<file path="src/rtl/serial_adder_ctrl.sv">
// serial_adder_ctrl: bit-serial adder. One full-adder slice is reused over
// WIDTH clock cycles, LSB first, to form {cout,sum} = a + b + cin.
// Optional feature macro: SERIAL_ADDER_SUB_EN adds input 'sub'. With sub=1 the
// block computes a + ~b + 1 (cin ignored); cout=1 then means "no borrow".
//
// Handshake: start is sampled only in IDLE. busy is high for the WIDTH RUN
// cycles. done is a one-cycle pulse, never high together with busy. sum and
// cout are valid from done until the next accepted start; they are partial
// while busy is high.
module serial_adder_ctrl #(
   parameter int WIDTH = 8
) (
   input  logic             clk,
   input  logic             rst_n,
   input  logic             start,
   input  logic [WIDTH-1:0] a,
   input  logic [WIDTH-1:0] b,
   input  logic             cin,
`ifdef SERIAL_ADDER_SUB_EN
   input  logic             sub,
`endif
   output logic             busy,
   output logic             done,
   output logic [WIDTH-1:0] sum,
   output logic             cout
);

   localparam int CW = $clog2(WIDTH) + 1;
   localparam logic [CW-1:0] LAST_BIT = CW'(WIDTH - 1);

   typedef enum logic [1:0] {
      S_IDLE = 2'd0,
      S_RUN  = 2'd1,
      S_DONE = 2'd2
   } state_t;

   state_t           r_state;
   logic [WIDTH-1:0] r_a;
   logic [WIDTH-1:0] r_b;
   logic             r_carry;
   logic [CW-1:0]    r_cnt;
   logic [WIDTH-1:0] r_sum;
   logic             r_cout;
   logic             r_busy;
   logic             r_done;

   logic [WIDTH-1:0] w_b_in;
   logic             w_c_in;
   logic             w_bit;
   logic             w_carry;

   // Operand B and carry-in as loaded at start; subtraction inverts B and forces carry-in.
`ifdef SERIAL_ADDER_SUB_EN
   assign w_b_in = sub ? ~b : b;
   assign w_c_in = sub ? 1'b1 : cin;
`else
   assign w_b_in = b;
   assign w_c_in = cin;
`endif

   // The single shared full-adder slice works on the LSBs of the shift registers.
   assign w_bit   = r_a[0] ^ r_b[0] ^ r_carry;
   assign w_carry = (r_a[0] & r_b[0]) | (r_a[0] & r_carry) | (r_b[0] & r_carry);

   // Controller FSM and datapath registers, all outputs registered.
   always_ff @(posedge clk or negedge rst_n) begin
      if (!rst_n) begin
         r_state <= S_IDLE;
         r_a     <= '0;
         r_b     <= '0;
         r_carry <= 1'b0;
         r_cnt   <= '0;
         r_sum   <= '0;
         r_cout  <= 1'b0;
         r_busy  <= 1'b0;
         r_done  <= 1'b0;
      end else begin
         case (r_state)
            S_IDLE: begin
               r_done <= 1'b0;
               if (start) begin
                  r_a     <= a;
                  r_b     <= w_b_in;
                  r_carry <= w_c_in;
                  r_cnt   <= '0;
                  r_busy  <= 1'b1;
                  r_state <= S_RUN;
               end
            end
            S_RUN: begin
               // Result bits enter from the MSB side so bit 0 lands at sum[0] after WIDTH shifts.
               r_sum   <= {w_bit, r_sum[WIDTH-1:1]};
               r_carry <= w_carry;
               r_cout  <= w_carry;
               r_a     <= r_a >> 1;
               r_b     <= r_b >> 1;
               r_cnt   <= r_cnt + 1'b1;
               if (r_cnt == LAST_BIT) begin
                  r_busy  <= 1'b0;
                  r_done  <= 1'b1;
                  r_state <= S_DONE;
               end
            end
            S_DONE: begin
               // start is ignored here; the earliest new start is the edge after this one.
               r_done  <= 1'b0;
               r_state <= S_IDLE;
            end
            default: begin
               r_busy  <= 1'b0;
               r_done  <= 1'b0;
               r_state <= S_IDLE;
            end
         endcase
      end
   end

   assign busy = r_busy;
   assign done = r_done;
   assign sum  = r_sum;
   assign cout = r_cout;

endmodule

</file>
<file path="config.mk">
export PLATFORM = sky130hd
export DESIGN_NAME = serial_adder_ctrl
export DESIGN_NICKNAME = d
export VERILOG_FILES = /design/src/rtl/serial_adder_ctrl.sv
export SDC_FILE = /design/constraint.sdc
export NUM_CORES = 1
export LEC_CHECK = 0
export BUFFER_PORTS_ARGS = -buffer_cell sky130_fd_sc_hd__buf_4
export CAP_MARGIN = 20
export CORE_MARGIN = 5
export CORE_UTILIZATION = 55
export CTS_BUF_LIST = sky130_fd_sc_hd__clkbuf_8
export CTS_CLUSTER_SIZE = 40
export DETAILED_ROUTE_END_ITERATION = 7
export GPL_TIMING_DRIVEN = 0
export PLACE_DENSITY = 0.81
export SETUP_SLACK_MARGIN = 0.05
export SYNTH_ARGS = -nofsm -noshare
export SYNTH_HDL_FRONTEND = slang
export SYNTH_SLANG_ARGS = --single-unit
</file>
<file path="constraint.sdc">
create_clock -name clk -period 2.35 [get_ports clk]
set_input_delay 0.5875 -clock clk [delete_from_list [all_inputs] [get_ports clk]]
set_output_delay 0.5875 -clock clk [all_outputs]
set_load 0.01 [all_outputs]
</file>
==> impl_metrics.tcl, run 1 <==
set metrics [dict create \
    rsz0062_at_grt "false" \
    final_cell_area_um2 2000 \
    io_pins 31 \
    start_util_pct 57.9 \
    ys.flop_type "dfrtp_1" \
    synth_edf_count 0 \
    syn_area_per_cell_um2 12.6 \
    worst_ep_arrival_time_ps 860 \
    synth.distinct_cells 34 \
    regToRegStartpoint "r_a[0]" \
    core-area_um2 2810 \
    worst-r2r-cell-count 2 \
    wire_per_inst_um 15.1 \
    postCtsHoldBufs 0 \
    hold_path_class "in2async" \
    startpoint_type "register" \
    drcViolationCount 0 \
    finalCritPeriodShare_pct 61.5 \
    fillCellCount 203 \
    grt_pass1_wl_um 5540 \
    cts.sinks 34 \
    multi_input_area_um2 672 \
    pre_cts_ws_ps 952 \
    grtUsageMet3_pct 6.83 \
    fp.dieH_um 64.3 \
    drv_slew 0 \
    ctsResizeCount 0 \
    layout_setup_ws_ps 904 \
    cpPeakStageDelay_ps 420 \
    crit_end "busy" \
    clock_skew_ps 1.55 \
    path_clk_slew_ps 70 \
    grt_use_total_pct 17.4 \
    tns_ps 0 \
    clock_path_buffers 2 \
    yosys_warnings 0 \
    gp_congestion 0.731 \
    vias 1114 \
    r2r-end "cout" \
    grt_pass1_vias 1205 \
    rows 19 \
    die_w_um 64.3 \
    seqCellArea_um2 851 \
    worst-setup-path-type "reg2out" \
    placed_cell_area_um2 1890 \
    ys_ff_latch 34 \
    drt_first_pass_iters 4 \
    cp.required_ps 1760 \
    drt_iter0_markers 26 \
    busiest_layer "met2" \
    syn_area_um2 1620 \
    ant_nets 0 \
    vdd_drop_max_v 0.000705 \
    grt_max_degree 35 \
    r2r_slack_ps 1090 \
    status "finished, final reports clean" \
    max-cap-violations 0 \
    fmax_mhz 691 \
    syn_inst 129 \
    clk-insertion-delay-late_ps 280 \
    nets 188 \
    ys_seq_area_share_pct 52.4 \
    crit_path_end_kind "primary output" \
    slew_headroom_pct 71.4 \
    hold_viol_final 0 \
    grt_use_met1_pct 21.6 \
    die_area_um2 4140 \
    setup_viol 0 \
    min_period_ps 1450 \
    numCtsBuffers 5 \
    worst_pin_slew_ps 430 \
    cp_num_cells 1 \
    antenna_found_initial 0 \
    htree_levels 2 \
    cts-root-buf "clkbuf_8" \
    finalPower_w 0.00248 \
    synth_nets 151 \
    use_met2_pct 28.0 \
    leakage_nw 0.918 \
    power_density_nw_per_um2 1240 \
    port_buffers 30 \
    area_delta_synth_final_pct 23.0 \
    critPathLaunch "busy" \
    diodes 0 \
    routed_wl_um 3000 \
    critPathMaxFanout 3 \
    drive_gt1_share_pct 48.5 \
    crit_family "flip-flops" \
    cts_tree "done" \
    crit_chain "buf_4" \
    grt_overflow 0 \
    worst-path-buf-inv 1 \
    synth-async-reset-ratio_pct 100 \
    vias_per_cell 5.63 \
    postCtsSetupBuffers 0 \
    dp_hpwl_um 2180 \
    crit_slowest_cell "dfrtp_1" \
]
## routing by layer
metal  wire [um]  share of wire, %
met2        1500                50
met4          46               1.5
met5           0                 0
met1        1280                43
met3         178               5.9
## flip-flops by register name, summed over array words and instances (netlist names)
name,count
sum,8
r_b,8
done,1
r_state,2
busy,1
r_a,8
r_carry,1
r_cnt,4
cout,1
## worst min-delay path by stage
stage | start | endpoint
final | rst_n | r_cnt[3]
after floorplan | rst_n | busy
after global placement | r_a[1] | r_a[1]
after CTS | rst_n | sum[2]
after global routing | rst_n | r_state[0]
after detailed placement | r_a[2] | r_a[2]
## stage by stage
step / util (%) / hold WS [ps] / instances
after floorplan: - / 292 / 129
after global placement: 67.3 / 463 / 190
after detailed placement: 67.3 / 473 / 190
after CTS: 71.2 / 248 / 198
after global routing: 71.2 / 275 / 198
final: 71.2 / 244 / 198
## synth_stat cells, types with 2 or more instances
master / count / area [um2]
mux2_2: 9 / 101
nor2_1: 3 / 11.3
o21ai_0: 8 / 40.0
a32o_1: 2 / 20.0
dfrtp_1: 34 / 851
a22oi_2: 9 / 113
buf_2: 2 / 10.0
buf_6: 5 / 56.3
nand2_1: 17 / 63.8
o21ai_2: 9 / 78.8
a21oi_1: 2 / 10.0
inv_1: 2 / 7.51
a22oi_1: 6 / 45.0
## report_power, final
part	internal (W)	switching (W)	leakage, nW
combinational	0.000537	0.000446	0.424
sequential	0.000820	0.000160	0.436
clock	0.000312	0.000206	0.0579
## area by class of cell
| cell class | count | area share [%] |
|---|---|---|
| timing repair buffer | 30 | 11.3 |
| multi-input combinational | 84 | 33.6 |
| clock buffer | 5 | 3.45 |
| tap | 31 | 1.94 |
| buffer | 9 | 4.70 |
| inverter | 2 | 0.376 |
| sequential | 34 | 42.6 |
| clock inverter | 3 | 2.01 |
## cells by family (layout without fill, tap and decap cells)
kind of cell	count (synthesis)	count (layout)	share of synthesized area, %
muxes	10	10	6.86
AOI/OAI and AO/OA	42	42	22.7
DFF	34	34	52.4
adders and majority gates	2	2	2.00
buffers and inverters	11	49	6.24
and+or+nand+nor	30	30	9.78
## layout by cell type (no fill, tap or decap), types with 3 or more instances in the layout
| cell type | n |
|---|---|
| a22oi_1 | 6 |
| a22oi_2 | 9 |
| buf_4 | 31 |
| buf_6 | 5 |
| clkbuf_8 | 5 |
| dfrtp_1 | 34 |
| mux2_2 | 9 |
| nand2_1 | 17 |
| nor2_1 | 3 |
| o21ai_0 | 8 |
| o21ai_2 | 9 |
Note: power is estimated with default switching activity, not from simulation.
==> run 2, diff against run 1 <==
--- a/config.mk
+++ b/config.mk
@@ -5,6 +5,7 @@
 export SDC_FILE = /design/constraint.sdc
 export NUM_CORES = 1
 export LEC_CHECK = 0
+export ABC_AREA = 1
 export BUFFER_PORTS_ARGS = -buffer_cell sky130_fd_sc_hd__buf_4
 export CAP_MARGIN = 20
 export CORE_MARGIN = 5
@@ -13,7 +14,7 @@
 export CTS_CLUSTER_SIZE = 40
 export DETAILED_ROUTE_END_ITERATION = 7
 export GPL_TIMING_DRIVEN = 0
-export PLACE_DENSITY = 0.81
+export PLACE_DENSITY = 0.82
 export SETUP_SLACK_MARGIN = 0.05
 export SYNTH_ARGS = -nofsm -noshare
 export SYNTH_HDL_FRONTEND = slang
==> constraint.sdc (replaced) <==
create_clock -name clk -period 1.5 [get_ports clk]
set_input_delay 0.375 -clock clk [delete_from_list [all_inputs] [get_ports clk]]
set_output_delay 0.375 -clock clk [all_outputs]
set_load 0.01 [all_outputs]
==> run 2 against run 1 <==
Net effect: combinational power increased by 40%; worst hold slack got worse by 230 ps; clock skew increased by 1.2 ps; critical endpoint is now sum[4]; via count increased by 13%; highest routed layer unchanged.
==> impl_metrics.tcl, run 2 <==
set metrics [dict create \
    critPathLaunch "sum[4]" \
    worst_pin_slew_ps 413 \
    yosys.area.top_type "dfrtp_1" \
    clock_skew_ps 2.79 \
    postCtsHoldBufs 0 \
    grt_pass1_wl_um 5260 \
    grt_use_total_pct 19.1 \
    layout_setup_ws_ps 287 \
    nets 224 \
    port_buffers 30 \
    cts.sinks 34 \
    hold_path_class "in2async" \
    grtUsageMet3_pct 5.17 \
    max-cap-violations 0 \
    grt_use_met1_pct 22.6 \
    clock_path_buffers 2 \
    htree_levels 2 \
    start_util_pct 58.6 \
    synth_most_common_cell "nand2_1" \
    stdcell_count 233 \
    final_cell_area_um2 1850 \
    cp.required_ps 1120 \
    crit_chain "buf_4" \
    status "finished, final reports clean" \
    setup_viol 0 \
    synth-async-reset-ratio_pct 100 \
    netlist_top_cells_area "dfrtp_1 57%, nand2_1 14%, nand3_1 13%" \
    crit_path_end_kind "primary output" \
    ant_nets 0 \
    pre_cts_ws_ps 327 \
    dp_hpwl_um 2190 \
    cts_tree "done" \
    synth_nets 187 \
    leakage_nw 0.971 \
    critPathMaxFanout 3 \
    syn_inst 165 \
    power_density_nw_per_um2 1950 \
    hold_viol_final 0 \
    worst_ep_arrival_time_ps 840 \
    clk-insertion-delay-late_ps 280 \
    diodes 0 \
    drcViolationCount 0 \
    worst-path-buf-inv 1 \
    ys.flop_type "dfrtp_1" \
    routed_wl_um 3130 \
    core-area_um2 2540 \
    worst-setup-path-type "reg2out" \
    regToRegStartpoint "r_a[0]" \
    area_delta_synth_final_pct 23.7 \
    r2r-end "sum[7]" \
    crit_slowest_cell "dfrtp_1" \
    yosys-top-cells-count "55 x nand2_1, 38 x nand3_1, 34 x dfrtp_1" \
    slew_headroom_pct 72.5 \
    rows 18 \
    ctsResizeCount 0 \
    busiest_layer "met2" \
    syn_area_per_cell_um2 9.04 \
    grt_pass1_vias 1251 \
    synth.distinct_cells 17 \
    placed_cell_area_um2 1750 \
    grt_max_degree 35 \
    fillCellCount 207 \
    cts-root-buf "clkbuf_8" \
    dp.cells 225 \
    numCtsBuffers 5 \
    min_period_ps 1210 \
    gp_congestion 0.763 \
    syn_area_um2 1490 \
    vias 1262 \
    yosysTopAreaCellShare_pct 57.0 \
    antenna_found_initial 0 \
    drt_first_pass_iters 4 \
    synth_edf_count 0 \
    worst-r2r-cell-count 3 \
    grt_overflow 0 \
    ys_seq_area_share_pct 57.0 \
    wire_per_inst_um 13.4 \
    vias_per_cell 5.42 \
    drv_slew 0 \
    fp.dieH_um 62.1 \
    cpPeakStageDelay_ps 400 \
    fmax_mhz 825 \
    ys_ff_latch 34 \
    postCtsSetupBuffers 0 \
    drive_gt1_share_pct 25.1 \
    layout_common_cells "55 x nand2_1, 38 x nand3_1, 34 x buf_4, 34 x dfrtp_1, 11 x o21ai_0" \
    tns_ps 0 \
    die_area_um2 3850 \
    finalCritPeriodShare_pct 80.9 \
    yosys_warnings 0 \
    startpoint_type "register" \
    rsz0062_at_grt "false" \
    path_clk_slew_ps 70 \
    drt_iter0_markers 64 \
    r2r_slack_ps 320 \
    io_pins 31 \
    use_met2_pct 30.6 \
    die_w_um 62.1 \
    final_common_cell "nand2_1" \
    vdd_drop_max_v 0.00142 \
    final_util_pct 72.5 \
    crit_family "flip-flops" \
]
## run 2: cell types whose count changed after synthesis, sizes merged, moves of 3 or more
cell   previous run  this run
o21ai            17        11
inv               2        10
mux2              9         0
nand3             1        40
nand2            18        56
a22oi            15         0
a21oi             3         0
## run 2: metrics by stage
stage | power [W] | hold WS (ps)
6_report | 0.00360 | 15.4
5_1_grt | 0.00389 | 44.3
4_1_cts | 0.00362 | 28.9
3_5_place_dp | 0.00293 | 341
3_3_place_gp | 0.00286 | 335
2_1_floorplan | 0.00241 | 79.4
## run 2: worst max path at each step
stage,cells after the start,endpoint,slack (ps)
5_1_grt,1,sum[4],240
3_3_place_gp,3,sum[7],330
6_report,1,sum[4],290
3_5_place_dp,3,sum[7],330
4_1_cts,1,sum[4],270
2_1_floorplan,3,sum[7],410
## run 2: cells by family (layout without fill, tap and decap cells)
group | after synthesis | count (layout) | synth area share [%]
compound gates | 11 | 11 | 3.69
xor+xnor | 1 | 1 | 0.587
fa+ha+maj | 2 | 2 | 2.18
buf+inv | 18 | 56 | 6.71
flops | 34 | 34 | 57.0
simple gates | 99 | 99 | 29.8
## run 2: area by class of cell
cell class | instances | area, um2 | share of cell area (%)
inverter | 10 | 37.5 | 2.03
tap | 30 | 37.5 | 2.03
clock buffer | 6 | 82.6 | 4.47
clock inverter | 2 | 8.76 | 0.475
buffer | 8 | 62.6 | 3.39
timing repair buffer | 30 | 225 | 12.2
multi-input combinational | 113 | 541 | 29.3
sequential | 34 | 851 | 46.1
## run 2: metal layers
| layer | wire [um] | up-vias | share of wire (%) |
|---|---|---|---|
| met4 | 82 | 0 | 2.6 |
| met3 | 182 | 10 | 5.8 |
| met5 | 0 | - | 0 |
| li1 | - | 608 | - |
| met2 | 1530 | 41 | 49 |
| met1 | 1330 | 603 | 42 |
## run 2: power by group
part           internal (W)  switching [W]  total (W)
clock              0.000363       0.000320   0.000683
combinational      0.000595       0.000785    0.00138
sequential          0.00128       0.000249    0.00153
total               0.00224        0.00135    0.00360
==> run 3, diff against run 2 <==
--- a/config.mk
+++ b/config.mk
@@ -9,12 +9,12 @@
 export BUFFER_PORTS_ARGS = -buffer_cell sky130_fd_sc_hd__buf_4
 export CAP_MARGIN = 20
 export CORE_MARGIN = 5
-export CORE_UTILIZATION = 55
+export CORE_UTILIZATION = 50
 export CTS_BUF_LIST = sky130_fd_sc_hd__clkbuf_8
 export CTS_CLUSTER_SIZE = 40
 export DETAILED_ROUTE_END_ITERATION = 7
 export GPL_TIMING_DRIVEN = 0
-export PLACE_DENSITY = 0.82
+export PLACE_DENSITY = 0.79
 export SETUP_SLACK_MARGIN = 0.05
 export SYNTH_ARGS = -nofsm -noshare
 export SYNTH_HDL_FRONTEND = slang
==> constraint.sdc (replaced) <==
create_clock -name clk -period 1 [get_ports clk]
set_input_delay 0.25 -clock clk [delete_from_list [all_inputs] [get_ports clk]]
set_output_delay 0.25 -clock clk [all_outputs]
set_load 0.01 [all_outputs]
==> run 3 against run 2 <==
Net effect: the flow now stops in global routing; area after synthesis unchanged; synthesized cell count unchanged.
==> impl_metrics.tcl, run 3 <==
set metrics [dict create \
    synth.distinct_cells 17 \
    ys.flop_type "dfrtp_1" \
    die_w_um 64.6 \
    cts.sinks 34 \
    grt_max_degree 35 \
    clock_path_buffers 2 \
    syn_inst 165 \
    syn_area_um2 1490 \
    yosys.area.top_type "dfrtp_1" \
    ys_seq_area_share_pct 57.0 \
    dp_hpwl_um 2280 \
    ys_ff_latch 34 \
    yosysTopAreaCellShare_pct 57.0 \
    yosys-top-cells-count "55 x nand2_1, 38 x nand3_1, 34 x dfrtp_1" \
    endpoint_type "sequential cell input" \
    status "stopped before the end" \
    gp_congestion 0.776 \
    placed_cell_area_um2 1810 \
    synth_nets 187 \
    numCtsBuffers 5 \
    start_util_pct 53.2 \
    htree_levels 2 \
    io_pins 31 \
    synth-async-reset-ratio_pct 100 \
    cts-root-buf "clkbuf_8" \
    error "[ERROR DPL-0038] Utilization greater than 100%, impossible to legalize" \
    failed_stage "global routing" \
    yosys_warnings 0 \
    port_buffers 30 \
    synth_most_common_cell "nand2_1" \
    netlist_top_cells_area "dfrtp_1 57%, nand2_1 14%, nand3_1 13%" \
    syn_area_per_cell_um2 9.04 \
    synth_edf_count 0 \
    rows 19 \
    grt_worst_setup_endpoint "sum[7]$_DFFE_PN0P_/D" \
    fp.dieH_um 64.6 \
]
run 3: cell families after synthesis:
kind of cell,count (synthesis),synth area share (%)
compound gates,11,3.69
xor+xnor,1,0.587
fa+ha+maj,2,2.18
buf+inv,18,6.71
flops,34,57.0
simple gates,99,29.8
run 3: what timing repair did:
action / 4_1_cts
hold buffers: 1
pin swaps: 20
gates cloned: 9
endpoints found under the hold margin: 34
endpoints found under the setup margin: 44
setup buffers: 15
gates resized for setup: 97
run 3: through the flow:
step	cells	utilization, %	setup TNS, ps	setup slack [ps]	hold WS [ps]
floorplan	165	-	-151	-76.7	-45.6
global placement	226	64.6	-2390	-150	211
detailed placement	226	64.6	-3090	-179	218
CTS	259	88.2	-3010	-147	151
==> run 4, diff against run 3 <==
--- a/config.mk
+++ b/config.mk
@@ -9,13 +9,10 @@
 export BUFFER_PORTS_ARGS = -buffer_cell sky130_fd_sc_hd__buf_4
 export CAP_MARGIN = 20
 export CORE_MARGIN = 5
-export CORE_UTILIZATION = 50
-export CTS_BUF_LIST = sky130_fd_sc_hd__clkbuf_8
-export CTS_CLUSTER_SIZE = 40
+export CORE_UTILIZATION = 40
 export DETAILED_ROUTE_END_ITERATION = 7
 export GPL_TIMING_DRIVEN = 0
-export PLACE_DENSITY = 0.79
-export SETUP_SLACK_MARGIN = 0.05
+export PLACE_DENSITY_LB_ADDON = 0.15
 export SYNTH_ARGS = -nofsm -noshare
 export SYNTH_HDL_FRONTEND = slang
 export SYNTH_SLANG_ARGS = --single-unit
==> constraint.sdc (replaced) <==
create_clock -name clk -period 1.3 [get_ports clk]
set_input_delay 0.325 -clock clk [delete_from_list [all_inputs] [get_ports clk]]
set_output_delay 0.325 -clock clk [all_outputs]
set_load 0.01 [all_outputs]
==> run 4 against run 3 <==
Net effect: the run now ends clean.
==> impl_metrics.tcl, run 4 (same netlist as run 2, synthesis figures left out) <==
set metrics [dict create \
    grt_use_total_pct 13.4 \
    multi_input_area_um2 541 \
    top_layer_used "met4" \
    fmax_mhz 844 \
    whs_ps 236 \
    die_w_um 71.1 \
    cts-root-buf "clkbuf_8" \
    wire_per_inst_um 12.3 \
    start_util_pct 41.0 \
    hold_viol_final 0 \
    leakage_nw 0.967 \
    fp.dieH_um 71.1 \
    drt_first_pass_iters 4 \
    slew_headroom_pct 72.2 \
    finalPower_w 0.00406 \
    r2r-end "sum[7]" \
    cts.sinks 34 \
    crit_end "sum[7]" \
    drt_iter0_markers 60 \
    wl_met1_um 1340 \
    worst-setup-path-type "reg2reg" \
    routed_wl_um 3100 \
    cp.required_ps 1500 \
    clk-insertion-delay-late_ps 280 \
    fillCellCount 364 \
    worst_pin_slew_ps 418 \
    rows 22 \
    rsz0062_at_grt "false" \
    nets 225 \
    cts_tree "done" \
    grt_pass1_vias 1244 \
    min_period_ps 1190 \
    vdd_drop_max_v 0.000806 \
    crit_path_end_kind "register" \
    dp_hpwl_um 2190 \
    core-area_um2 3630 \
    io_pins 31 \
    hold_path_class "in2reg" \
    ant_nets 0 \
    route.met3.wl_um 223 \
    grt_overflow 0 \
    numCtsBuffers 5 \
    port_buffers 30 \
    r2r_slack_ps 110 \
    htree_levels 2 \
    power_density_nw_per_um2 2170 \
    startpoint_type "register" \
    tns_ps 0 \
    diodes 0 \
    ctsResizeCount 0 \
    finalCritPeriodShare_pct 91.2 \
    area_delta_synth_final_pct 25.1 \
    worst-r2r-cell-count 3 \
    route.met2.wl_um 1510 \
    gp_congestion 0.796 \
    worst_ep_arrival_time_ps 1380 \
    drv_slew 0 \
    critPathLaunch "r_a[0]" \
    grt_pass1_wl_um 5220 \
    seqCellArea_um2 851 \
    vias 1210 \
    regToRegStartpoint "r_a[0]" \
    path_clk_slew_ps 60 \
    clock_skew_ps 4.78 \
    status "finished, final reports clean" \
    critPathMaxFanout 2 \
    layout_common_cells "55 x nand2_1, 38 x nand3_1, 34 x buf_4, 34 x dfrtp_1, 11 x o21ai_0" \
    vias_per_cell 4.82 \
    clock_path_buffers 2 \
    grt_max_degree 35 \
    die_area_um2 5050 \
    setup_viol 0 \
    drcViolationCount 0 \
    max-cap-violations 0 \
    drive_gt1_share_pct 25.1 \
    antenna_found_initial 0 \
    final_common_cell "nand2_1" \
]
## run 4: stage by stage
step | utilization (%) | area (um2) | setup WS (ps) | cells
after global routing | 51.3 | 1870 | 50.9 | 251
after CTS | 51.3 | 1870 | 86.6 | 251
after global placement | 48.9 | 1780 | 123 | 243
final | 51.3 | 1870 | 115 | 251
after detailed placement | 48.9 | 1780 | 108 | 243
after floorplan | - | 1490 | 214 | 165
## run 4: critical path, stage by stage (launching register included)
cell     delay, ps
dfrtp_1        420
fa_1           550
nand2_1         50
o21ai_0         90
## run 4: layout make-up
| type | instances | area share [%] |
|---|---|---|
| Clock buffer | 5 | 3.69 |
| Timing Repair Buffer | 31 | 12.6 |
| Tap cell | 48 | 3.22 |
| Sequential cell | 34 | 45.6 |
| Multi-Input combinational cell | 113 | 29.0 |
| Inverter | 10 | 2.01 |
| Buffer | 8 | 3.35 |
| Clock inverter | 2 | 0.537 |
## run 4: per-layer routing
metal	vias up	global-route usage, %
li1	610	-
met2	32	21.5
met4	0	5.64
met3	4	5.82
met1	564	15.6
met5	-	0
## run 4: report_power, final
| group | leakage [nW] | switching (W) | internal, W |
|---|---|---|---|
| Clock | 0.0438 | 0.000356 | 0.000359 |
| Combinational | 0.485 | 0.000888 | 0.000689 |
| Sequential | 0.438 | 0.000283 | 0.00148 |
## run 4: worst min path at each step
stage / startpoint / endpoint / slack (ps) / cells past startpoint
after floorplan: rst_n / busy / 30 / 0
after global placement: rst_n / sum[2] / 290 / 1
after detailed placement: rst_n / sum[2] / 290 / 1
after CTS: b[7] / r_b[7] / 230 / 3
after global routing: a[7] / r_a[7] / 230 / 3
final: b[7] / r_b[7] / 240 / 3
## run 4: timing repair
action / CTS / global route
buffers inserted: 0 / 0
hold buffers: 1 / 0
endpoints found under the hold margin: 34 / 0
